==> src/rtl/register_port_arbiter_pkg.sv <==
// -----------------------------------------------------------------------------
// reg_ctrl_pkg
//
// Shared definitions for the register-port arbiter and its sub-modules:
//   - controller state encoding (ARB / CLEAR)
//   - default register-file geometry (count, width, address width)
//   - requester ID width and a small ID -> one-hot helper
// -----------------------------------------------------------------------------
package reg_ctrl_pkg;

    localparam int REG_COUNT_DEF = 16;
    localparam int REG_SIZE_DEF  = 8;
    localparam int ADDR_W_DEF    = 4;

    // Two requesters, so a single bit identifies one of them.
    localparam int REQ_ID_W      = 1;
    localparam int NUM_REQ       = 2;

    typedef enum logic [0:0] {
        ST_ARB   = 1'b0,
        ST_CLEAR = 1'b1
    } ctrl_state_t;

    // Expand a requester ID into the per-requester one-hot vector used on
    // the response valid outputs.
    function automatic logic [NUM_REQ-1:0] id_to_onehot(input logic [REQ_ID_W-1:0] id);
        logic [NUM_REQ-1:0] v;
        v = '0;
        v[id] = 1'b1;
        return v;
    endfunction

endpackage

==> src/rtl/register_port_arbiter_rr_arb2.sv <==
// -----------------------------------------------------------------------------
// rr_arb2
//
// Two-input round-robin arbiter with a registered priority pointer.
// Grants are combinational. When both inputs request, the pointer holder
// wins and the pointer then moves to the loser. A single request is granted
// directly and leaves the pointer alone. No grant is issued while i_en is
// low or reset is asserted, and the pointer only moves on an enabled,
// contended cycle.
//
// Ports:
//   clock    in   rising-edge clock
//   reset_n  in   asynchronous active-low reset (pointer -> 0)
//   i_en     in   arbitration enable for this cycle
//   i_req    in   [1:0] request vector
//   o_gnt    out  [1:0] one-hot (or zero) grant vector
// -----------------------------------------------------------------------------
module rr_arb2 (
    input  logic       clock,
    input  logic       reset_n,
    input  logic       i_en,
    input  logic [1:0] i_req,
    output logic [1:0] o_gnt
);

    logic r_prio;
    logic w_contend;

    assign w_contend = i_req[0] & i_req[1];

    always_comb begin
        o_gnt = 2'b00;
        if (reset_n && i_en) begin
            if (w_contend) begin
                o_gnt = r_prio ? 2'b10 : 2'b01;
            end else begin
                o_gnt = i_req;
            end
        end
    end

    // Winner is the current holder, so handing priority to the loser is
    // simply a toggle.
    always_ff @(posedge clock or negedge reset_n) begin
        if (!reset_n) begin
            r_prio <= 1'b0;
        end else if (i_en && w_contend) begin
            r_prio <= ~r_prio;
        end
    end

endmodule

==> src/rtl/register_port_arbiter.sv <==
// -----------------------------------------------------------------------------
// register_port_arbiter
//
// Shares one register unit (one read port, one write port per cycle)
// between two requesters. Each port is arbitrated independently by its own
// round-robin arbiter, so a read from one requester and a write from the
// other proceed in the same cycle. A clear sequencer walks every address
// and stores zero without touching the register unit's own reset.
//
// Ports:
//   clock, reset_n           clock and asynchronous active-low reset
//   req_valid[1:0]           per-requester request valid
//   req_write[1:0]           per-requester op (1 = write, 0 = read)
//   req_addr[1:0]            per-requester register address
//   req_wdata[1:0]           per-requester write data
//   req_ready[1:0]           combinational grant for this cycle
//   rsp_valid[1:0]           one-cycle read response pulse per requester
//   rsp_data                 shared read data (register unit output)
//   clr_start                request to zero all registers
//   clr_busy                 clear sequence in progress
//   ru_load / ru_load_addr   register unit read enable / address
//   ru_store / ru_store_addr register unit write enable / address
//   ru_data_in               register unit write data
//   ru_data_out              register unit registered read data
// -----------------------------------------------------------------------------
module register_port_arbiter
    import reg_ctrl_pkg::*;
#(
    parameter int REG_COUNT = REG_COUNT_DEF,
    parameter int REG_SIZE  = REG_SIZE_DEF,
    parameter int ADDR_W    = ADDR_W_DEF
) (
    input  logic                      clock,
    input  logic                      reset_n,

    input  logic [1:0]                req_valid,
    input  logic [1:0]                req_write,
    input  logic [1:0][ADDR_W-1:0]    req_addr,
    input  logic [1:0][REG_SIZE-1:0]  req_wdata,
    output logic [1:0]                req_ready,

    output logic [1:0]                rsp_valid,
    output logic [REG_SIZE-1:0]       rsp_data,

    input  logic                      clr_start,
    output logic                      clr_busy,

    output logic                      ru_load,
    output logic                      ru_store,
    output logic [ADDR_W-1:0]         ru_load_addr,
    output logic [ADDR_W-1:0]         ru_store_addr,
    output logic [REG_SIZE-1:0]       ru_data_in,
    input  logic [REG_SIZE-1:0]       ru_data_out
);

    ctrl_state_t           r_state;
    ctrl_state_t           w_state_nxt;
    logic [ADDR_W-1:0]     r_clr_cnt;
    logic                  r_rsp_pend;
    logic [REQ_ID_W-1:0]   r_rsp_id;

    logic                  w_arb_en;
    logic                  w_clr_last;
    logic [1:0]            w_rd_req;
    logic [1:0]            w_wr_req;
    logic [1:0]            w_rd_gnt;
    logic [1:0]            w_wr_gnt;

    // A clr_start in ARB suppresses all grants that cycle; CLEAR owns the
    // write port outright, so neither port arbitrates there.
    assign w_arb_en   = (r_state == ST_ARB) && !clr_start;
    assign w_clr_last = (r_clr_cnt == ADDR_W'(REG_COUNT - 1));

    // Each requester's op selects exactly one port.
    assign w_rd_req = req_valid & ~req_write;
    assign w_wr_req = req_valid &  req_write;

    rr_arb2 u_rd_arb (
        .clock   (clock),
        .reset_n (reset_n),
        .i_en    (w_arb_en),
        .i_req   (w_rd_req),
        .o_gnt   (w_rd_gnt)
    );

    rr_arb2 u_wr_arb (
        .clock   (clock),
        .reset_n (reset_n),
        .i_en    (w_arb_en),
        .i_req   (w_wr_req),
        .o_gnt   (w_wr_gnt)
    );

    // ---------------------------------------------------------------------
    // FSM: state register
    // ---------------------------------------------------------------------
    always_ff @(posedge clock or negedge reset_n) begin
        if (!reset_n) begin
            r_state <= ST_ARB;
        end else begin
            r_state <= w_state_nxt;
        end
    end

    // ---------------------------------------------------------------------
    // FSM: next-state logic
    // ---------------------------------------------------------------------
    always_comb begin
        w_state_nxt = r_state;
        unique case (r_state)
            ST_ARB: begin
                if (clr_start) begin
                    w_state_nxt = ST_CLEAR;
                end
            end
            ST_CLEAR: begin
                // Leave on the terminal count rather than on the wrap so the
                // sequence lasts exactly REG_COUNT cycles.
                if (w_clr_last) begin
                    w_state_nxt = ST_ARB;
                end
            end
            default: w_state_nxt = ST_ARB;
        endcase
    end

    // ---------------------------------------------------------------------
    // FSM: outputs and register-unit muxing
    // Everything here is forced low while reset is asserted.
    // ---------------------------------------------------------------------
    always_comb begin
        req_ready     = 2'b00;
        rsp_valid     = 2'b00;
        rsp_data      = '0;
        clr_busy      = 1'b0;
        ru_load       = 1'b0;
        ru_load_addr  = '0;
        ru_store      = 1'b0;
        ru_store_addr = '0;
        ru_data_in    = '0;

        if (reset_n) begin
            req_ready = w_rd_gnt | w_wr_gnt;

            // Response path is independent of state so a read accepted in
            // the last ARB cycle still completes during CLEAR.
            if (r_rsp_pend) begin
                rsp_valid = id_to_onehot(r_rsp_id);
            end
            rsp_data = ru_data_out;

            if (w_rd_gnt[1]) begin
                ru_load      = 1'b1;
                ru_load_addr = req_addr[1];
            end else if (w_rd_gnt[0]) begin
                ru_load      = 1'b1;
                ru_load_addr = req_addr[0];
            end

            if (r_state == ST_CLEAR) begin
                clr_busy      = 1'b1;
                ru_store      = 1'b1;
                ru_store_addr = r_clr_cnt;
                ru_data_in    = '0;
            end else if (w_wr_gnt[1]) begin
                ru_store      = 1'b1;
                ru_store_addr = req_addr[1];
                ru_data_in    = req_wdata[1];
            end else if (w_wr_gnt[0]) begin
                ru_store      = 1'b1;
                ru_store_addr = req_addr[0];
                ru_data_in    = req_wdata[0];
            end
        end
    end

    // ---------------------------------------------------------------------
    // Clear address counter: held at zero in ARB, so CLEAR always starts
    // from address 0; wraps back to zero on the final CLEAR cycle.
    // ---------------------------------------------------------------------
    always_ff @(posedge clock or negedge reset_n) begin
        if (!reset_n) begin
            r_clr_cnt <= '0;
        end else if (r_state == ST_CLEAR) begin
            r_clr_cnt <= r_clr_cnt + 1'b1;
        end else begin
            r_clr_cnt <= '0;
        end
    end

    // ---------------------------------------------------------------------
    // Read response tracking: the register unit returns data one cycle after
    // the load, so remember whether a load was issued and for whom.
    // ---------------------------------------------------------------------
    always_ff @(posedge clock or negedge reset_n) begin
        if (!reset_n) begin
            r_rsp_pend <= 1'b0;
            r_rsp_id   <= '0;
        end else begin
            r_rsp_pend <= |w_rd_gnt;
            r_rsp_id   <= w_rd_gnt[1];
        end
    end

endmodule

==> config.mk <==
export PLATFORM = sky130hd
export DESIGN_NAME = register_port_arbiter
export DESIGN_NICKNAME = d
export VERILOG_FILES = /design/src/rtl/register_port_arbiter_pkg.sv /design/src/rtl/register_port_arbiter_rr_arb2.sv /design/src/rtl/register_port_arbiter.sv
export SDC_FILE = /design/constraint.sdc
export NUM_CORES = 1
export LEC_CHECK = 0
export ABC_AREA = 0
export CELL_PAD_IN_SITES_DETAIL_PLACEMENT = 0
export CELL_PAD_IN_SITES_GLOBAL_PLACEMENT = 1
export CORE_UTILIZATION = 20
export CTS_BUF_LIST = sky130_fd_sc_hd__clkbuf_4
export CTS_CLUSTER_SIZE = 8
export DETAILED_ROUTE_END_ITERATION = 12
export PLACE_DENSITY = 0.78
export SETUP_SLACK_MARGIN = 0.3
export SLEW_MARGIN = 20
export SYNTH_ARGS = -nofsm -noshare
export SYNTH_HDL_FRONTEND = slang
export SYNTH_SLANG_ARGS = --single-unit
==> constraint.sdc <==
create_clock -name clock -period 1.6 [get_ports clock]
set_input_delay 0.24 -clock clock [delete_from_list [all_inputs] [get_ports clock]]
set_output_delay 0.24 -clock clock [all_outputs]
set_load 0.02 [all_outputs]
# Yosys cells after proc, flatten, opt, wreduce, memory -nomap -nowiden
# Cells that the tools add are included.
# Widths: inputs -> output; s select.
[word_totals]
reg_bits = 9
input_bits = 39
out_inout_bits = 31
wordCells = 62
[op_classes]
add_sub_neg = 1
order_cmp = 2
n_eq_ne = 1
n_mux = 36
bitwise_logic = 9
reduce_logical = 7
[ops]
columns = ["op", "count"]
rows = [
  ["$mux 8", 5],
  ["$mux 4", 8],
  ["$mux 2", 9],
  ["$mux 1", 12],
  ["$logic_and 1x1->1", 5],
  ["$add 4x1->4 const B", 1],
  ["$and 2x2->2", 2],
  ["$eq 4x4->1 const B", 1],
  ["$not 1->1", 3],
  ["$and 1x1->1", 2],
  ["$lt 1x2->1 const B", 1],
  ["$not 2->2", 1],
  ["$or 2x2->2", 1],
  ["$pmux 1 s2", 1],
  ["$reduce_or 2->1", 1],
  ["$demux 1 s1", 1],
  ["$ge 1x1->1 const B", 1],
  ["$logic_not 1->1", 1],
]

# Logic depth before layout (Yosys ltp)
[depth]
depth_word = 8
ltp_mapped = 5

# Modules after synthesis
# From an unflattened synthesis, not the netlist that was laid out.
[hier_totals]
cells_unflattened = 120
hier_area_um2 = 903.4
[by_module_without_submodules]
columns = ["mod", "n_inst", "cells_each", "area_each_um2", "seq_area_each_um2"]
rows = [
  ["register_port_arbiter", 1, 104, 778.2, 175.2],
  ["rr_arb2", 2, 8, 62.6, 25.0],
]

# Worst setup path before layout
# Ideal clock, no wire load.
[synth_timing]
path_type = "register to output"
start = "reg r_state"
end = "out ru_store_addr[0]"
t_arrival_ps = 1528
required_ps = 1360
path_slack_ps = -168
path_stages_with_launch = 6
n_path_buf = 2
cell_sequence = "dfrtp_1 > or3b_1 > buf_6 > buf_6 > nor4b_2 > o31a_1"
[synth_between]
elab_chain_cells = 8
[synth_rtl]
columns = ["element", "line", "text"]
rows = [
  ["start: declaration", "register_port_arbiter.sv:56", "ctrl_state_t r_state;"],
  ["start signal: assignment", "register_port_arbiter.sv:101", "r_state <= w_state_nxt;"],
  ["$not 1->1", "register_port_arbiter.sv:71", "assign w_arb_en = (r_state == ST_ARB) && !clr_start;"],
  ["$logic_and 1x1->1", "register_port_arbiter.sv:71", ""],
  ["$logic_and 1x1->1", "register_port_arbiter_rr_arb2.sv:33", "if (reset_n && i_en) begin"],
  ["$mux 2", "register_port_arbiter_rr_arb2.sv:33", ""],
  ["$mux 4", "register_port_arbiter.sv:169", "end else if (w_wr_gnt[0]) begin"],
  ["$mux 4", "register_port_arbiter.sv:165", "end else if (w_wr_gnt[1]) begin"],
  ["$mux 4 (*)", "register_port_arbiter.sv:160", "if (r_state == ST_CLEAR) begin"],
  ["$mux 4 (*)", "register_port_arbiter.sv:142", "if (reset_n) begin"],
  ["end: declaration", "register_port_arbiter.sv:51", "output logic [ADDR_W-1:0] ru_store_addr,"],
]
# Every way passes the cells marked *; elsewhere a longest branch is shown, timed or not.

# Worst setup path in the final report
[layout_timing]
start = "reg r_state"
end = "out ru_store_addr[2]"
# The elaborated chain is that of the path after synthesis.

==> PnR_summary.wiki <==
{| class="wikitable"
! Metric !! Value
|-
| Crit. path cell count || 5
|-
| Layout overhead on the synthesized area || 142.3%
|-
| Root buffer cell || sky130_fd_sc_hd__clkbuf_4
|-
| Max Cap Viol || 0
|-
| Hold Slack || 0.4935 ns
|-
| Highest cell delay on the worst timing path || 0.47 ns
|-
| Antenna Violating Nets Remaining || 0
|-
| Buffers & Inverters on Critical Path || 2
|-
| Reg2reg setup slack || 0.26 ns
|-
| Post-synthesis cell area || 830.8 sq um
|-
| Crit path max fanout || 6
|-
| Die Outline Area || 4416 sq um
|-
| Yosys warnings || 0
|-
| Delay-heaviest family, CP || simple AND/OR/NAND/NOR gates
|-
| CP max-delay cell || sky130_fd_sc_hd__or3b_4
|-
| #FFs+latches synth || 9
|-
| Cell breakdown of the critical path || or3b_4, buf_6, nor4b_2, o311a_1, buf_6
|-
| Crit start category || flop
|-
| Worst IR Drop VDD || 0.3532 mV
|-
| Avg WL per Cell || 14.71 um
|-
| Worst-case headroom to the max-slew limit || 0.7096
|-
| TritonCTS clock tree || done
|-
| Hold/Removal Path Class || reg -> reg
|-
| Via count || 1119
|-
| Worst Setup SP || r_state$_DFF_PN0_
|-
| Number of CTS-inserted buffers || 3
|-
| Number of levels in the clock H-tree || 1
|-
| First-pass GRT wire length || 5161 um
|-
| Setup Skew || 0.007736 ns
|-
| Total design power || 1.537 mW
|-
| Capturing instance or port of the critical path || ru_store_addr[2]
|-
| Setup repair after global routing missed its margin || true
|-
| Final critical-path share of the clock period || 1.302
|-
| HPWL after detailed placement || 2547 um
|-
| Path depth of the worst reg2reg path || 4
|-
| Nets || 230
|-
| R2r startpoint || r_state$_DFF_PN0_
|-
| Die extent in y || 66.45 um
|-
| Result of the run || complete, but fails checks
|-
| Fraction of layout instances using a drive strength above 1 || 0.5026
|-
| Count of unresolved DRC violations after routing || 0
|-
| Critical path capture point type || output port
|-
| Initial Util || 0.2077
|-
| Final-report max-slew violation count || 0
|-
| Cells after Synth || 94
|-
| Pwr dens || 763.6 nW/um^2
|-
| Row count || 23
|-
| Global router's overall resource usage || 0.1547
|-
| Count of final hold-check violations || 0
|-
| Port Buffers || 69
|-
| Failing checks || setup timing
|-
| Placeable core region || 4000 sq um
|-
| Clock Tree Buf Depth || 2
|-
| # clock sinks || 9
|-
| Post-synthesis cell type count || 31
|-
| Leakage power || 0.9029 nW
|-
| Vias in the first global route || 1066
|-
| Sequential element share of the synthesized area || 0.2711
|-
| Mean number of vias per cell || 4.682
|-
| Max Clk Rate || 480.0 MHz
|-
| Antenna violations before repair || 0
|-
| EDFF count, synth || 0
|-
| Data arrival time of the critical path || 1.84 ns
|-
| PnR worst setup slack || -0.4833 ns
|-
| Clock slew at reported path FFs || 0.07 ns
|-
| First DRT Iteration DRCs || 16
|-
| Most used flip-flop cell after synthesis || sky130_fd_sc_hd__dfrtp_1
|-
| Iteration count of the initial detailed-routing pass || 4
|-
| Number of primary I/O pins || 70
|-
| Syn avg cell area || 8.838 sq um
|-
| Tmin final || 2.083 ns
|-
| Worst-Margin Slew || 0.4342 ns
|-
| Final setup violation count || 20
|-
| Grt total ovfl || 0
|-
| Synth async-reset ratio || 1.000
|-
| Net count after synthesis || 134
|-
| Antenna diode count || 0
|-
| Total length of routed wires || 3515 um
|-
| Largest net degree at the start of global routing || 15
|-
| Fraction of the core area covered by cells at the end of the flow || 0.5033
|-
| Die X || 66.45 um
|-
| Data required time at the worst endpoint || 1.36 ns
|-
| Reg-to-reg endpoint || r_rsp_id$_DFF_PN0_
|-
| Skew-Pair Late Insertion Delay || 0.26 ns
|-
| Final Wtd Congestion || 0.8193
|-
| Class of the most critical setup path || reg -> out
|-
| Cell seen most often among critical-path stages || sky130_fd_sc_hd__buf_6
|}
==> cell usage in the layout (no fill, tap or decap), types with 4 or more instances in the layout <==
cell type	instances
sky130_fd_sc_hd__clkdlybuf4s50_1	35
sky130_fd_sc_hd__buf_6	24
sky130_fd_sc_hd__buf_4	22
sky130_fd_sc_hd__and2_1	11
sky130_fd_sc_hd__nand3_1	10
sky130_fd_sc_hd__buf_2	10
sky130_fd_sc_hd__dfrtp_1	9
sky130_fd_sc_hd__a22o_4	8
sky130_fd_sc_hd__nor2b_1	4
sky130_fd_sc_hd__clkbuf_4	4
==> power by group <==
group	switching [mW]	internal [mW]
logic	0.425	0.546
clock network	0.0876	0.113
registers	0.0486	0.317
==> through the flow <==
step	TNS, ns	cells	area, sq um	setup slack [ns]
after detailed placement	-24.19	226	1782	-1.065
final	-7.748	239	2013	-0.4833
after floorplan	-0.8739	94	918.4	-0.1454
after global routing	-9.413	239	2013	-0.5488
after CTS	-7.811	237	1921	-0.4727
after global placement	-24.45	226	1782	-1.073
==> registers in the layout, indices dropped and copies added (netlist names) <==
register         count
u_wr_arb.r_prio      1
r_state              1
r_rsp_id             1
u_rd_arb.r_prio      1
r_rsp_pend           1
r_clr_cnt            4
==> layer usage <==
layer | GRT usage | part of all wire
met3 | 0.05137 | 0.097
met1 | 0.1639 | 0.38
met5 | 0 | 0
met2 | 0.2972 | 0.52
met4 | 0.02394 | 0.0085
==> what timing repair did <==
item                                   4_1_cts  5_1_grt
endpoints found under the hold margin        0        9
resized for setup                          171       33
cloned                                       2        0
setup buffers                                5        1
setup endpoints to repair                   33       30
pin swaps                                    6        5
hold buffers                                 0        1
==> cell usage after synthesis, types with 2 or more instances <==
| master | number | share of area |
|---|---|---|
| sky130_fd_sc_hd__nor2b_1 | 4 | 0.030 |
| sky130_fd_sc_hd__nor2_1 | 6 | 0.027 |
| sky130_fd_sc_hd__nor3_2 | 2 | 0.024 |
| sky130_fd_sc_hd__clkbuf_1 | 4 | 0.018 |
| sky130_fd_sc_hd__xnor2_1 | 2 | 0.021 |
| sky130_fd_sc_hd__a22o_2 | 8 | 0.096 |
| sky130_fd_sc_hd__and3_1 | 3 | 0.023 |
| sky130_fd_sc_hd__xor2_1 | 2 | 0.021 |
| sky130_fd_sc_hd__nor4b_2 | 2 | 0.036 |
| sky130_fd_sc_hd__and2_1 | 12 | 0.090 |
| sky130_fd_sc_hd__a21oi_1 | 4 | 0.024 |
| sky130_fd_sc_hd__o31a_1 | 2 | 0.021 |
| sky130_fd_sc_hd__dfrtp_1 | 9 | 0.27 |
| sky130_fd_sc_hd__nand2_1 | 4 | 0.018 |
| sky130_fd_sc_hd__buf_6 | 3 | 0.041 |
| sky130_fd_sc_hd__nand3_1 | 10 | 0.060 |
| sky130_fd_sc_hd__nor4b_1 | 2 | 0.021 |
| sky130_fd_sc_hd__a221o_1 | 2 | 0.024 |
==> area by class of cell <==
type                            instances  area, sq um
Tap cell                               50        62.56
Sequential cell                         9        225.2
Clock buffer                            4        30.03
Fill cell                             370         1987
Timing Repair Buffer                   99        973.4
Multi-Input combinational cell         77        721.9
==> cell families (layout without fill, tap and decap cells) <==
family / Yosys count / in the layout / synth area share
fa+ha+maj: 1 / 1 / 0.01506
simple gates: 52 / 52 / 0.3946
xor+xnor: 4 / 4 / 0.04218
compound gates: 20 / 20 / 0.2094
buf+inv: 8 / 103 / 0.06777
flops: 9 / 9 / 0.2711
==> worst min path at each step <==
stage / from / to / slack (ns) / cells after the start
3_3_place_gp: r_clr_cnt[0]$_DFF_PN0_ / r_clr_cnt[0]$_DFF_PN0_ / 0.47 / 1
6_report: r_clr_cnt[0]$_DFF_PN0_ / r_clr_cnt[0]$_DFF_PN0_ / 0.49 / 1
3_5_place_dp: r_clr_cnt[0]$_DFF_PN0_ / r_clr_cnt[0]$_DFF_PN0_ / 0.49 / 1
4_1_cts: reset_n / r_rsp_pend$_DFF_PN0_ / 0.07 / 2
2_1_floorplan: reset_n / r_clr_cnt[0]$_DFF_PN0_ / -0.06 / 0
5_1_grt: r_clr_cnt[0]$_DFF_PN0_ / r_clr_cnt[0]$_DFF_PN0_ / 0.54 / 1
(Power assumes the default switching activity.)
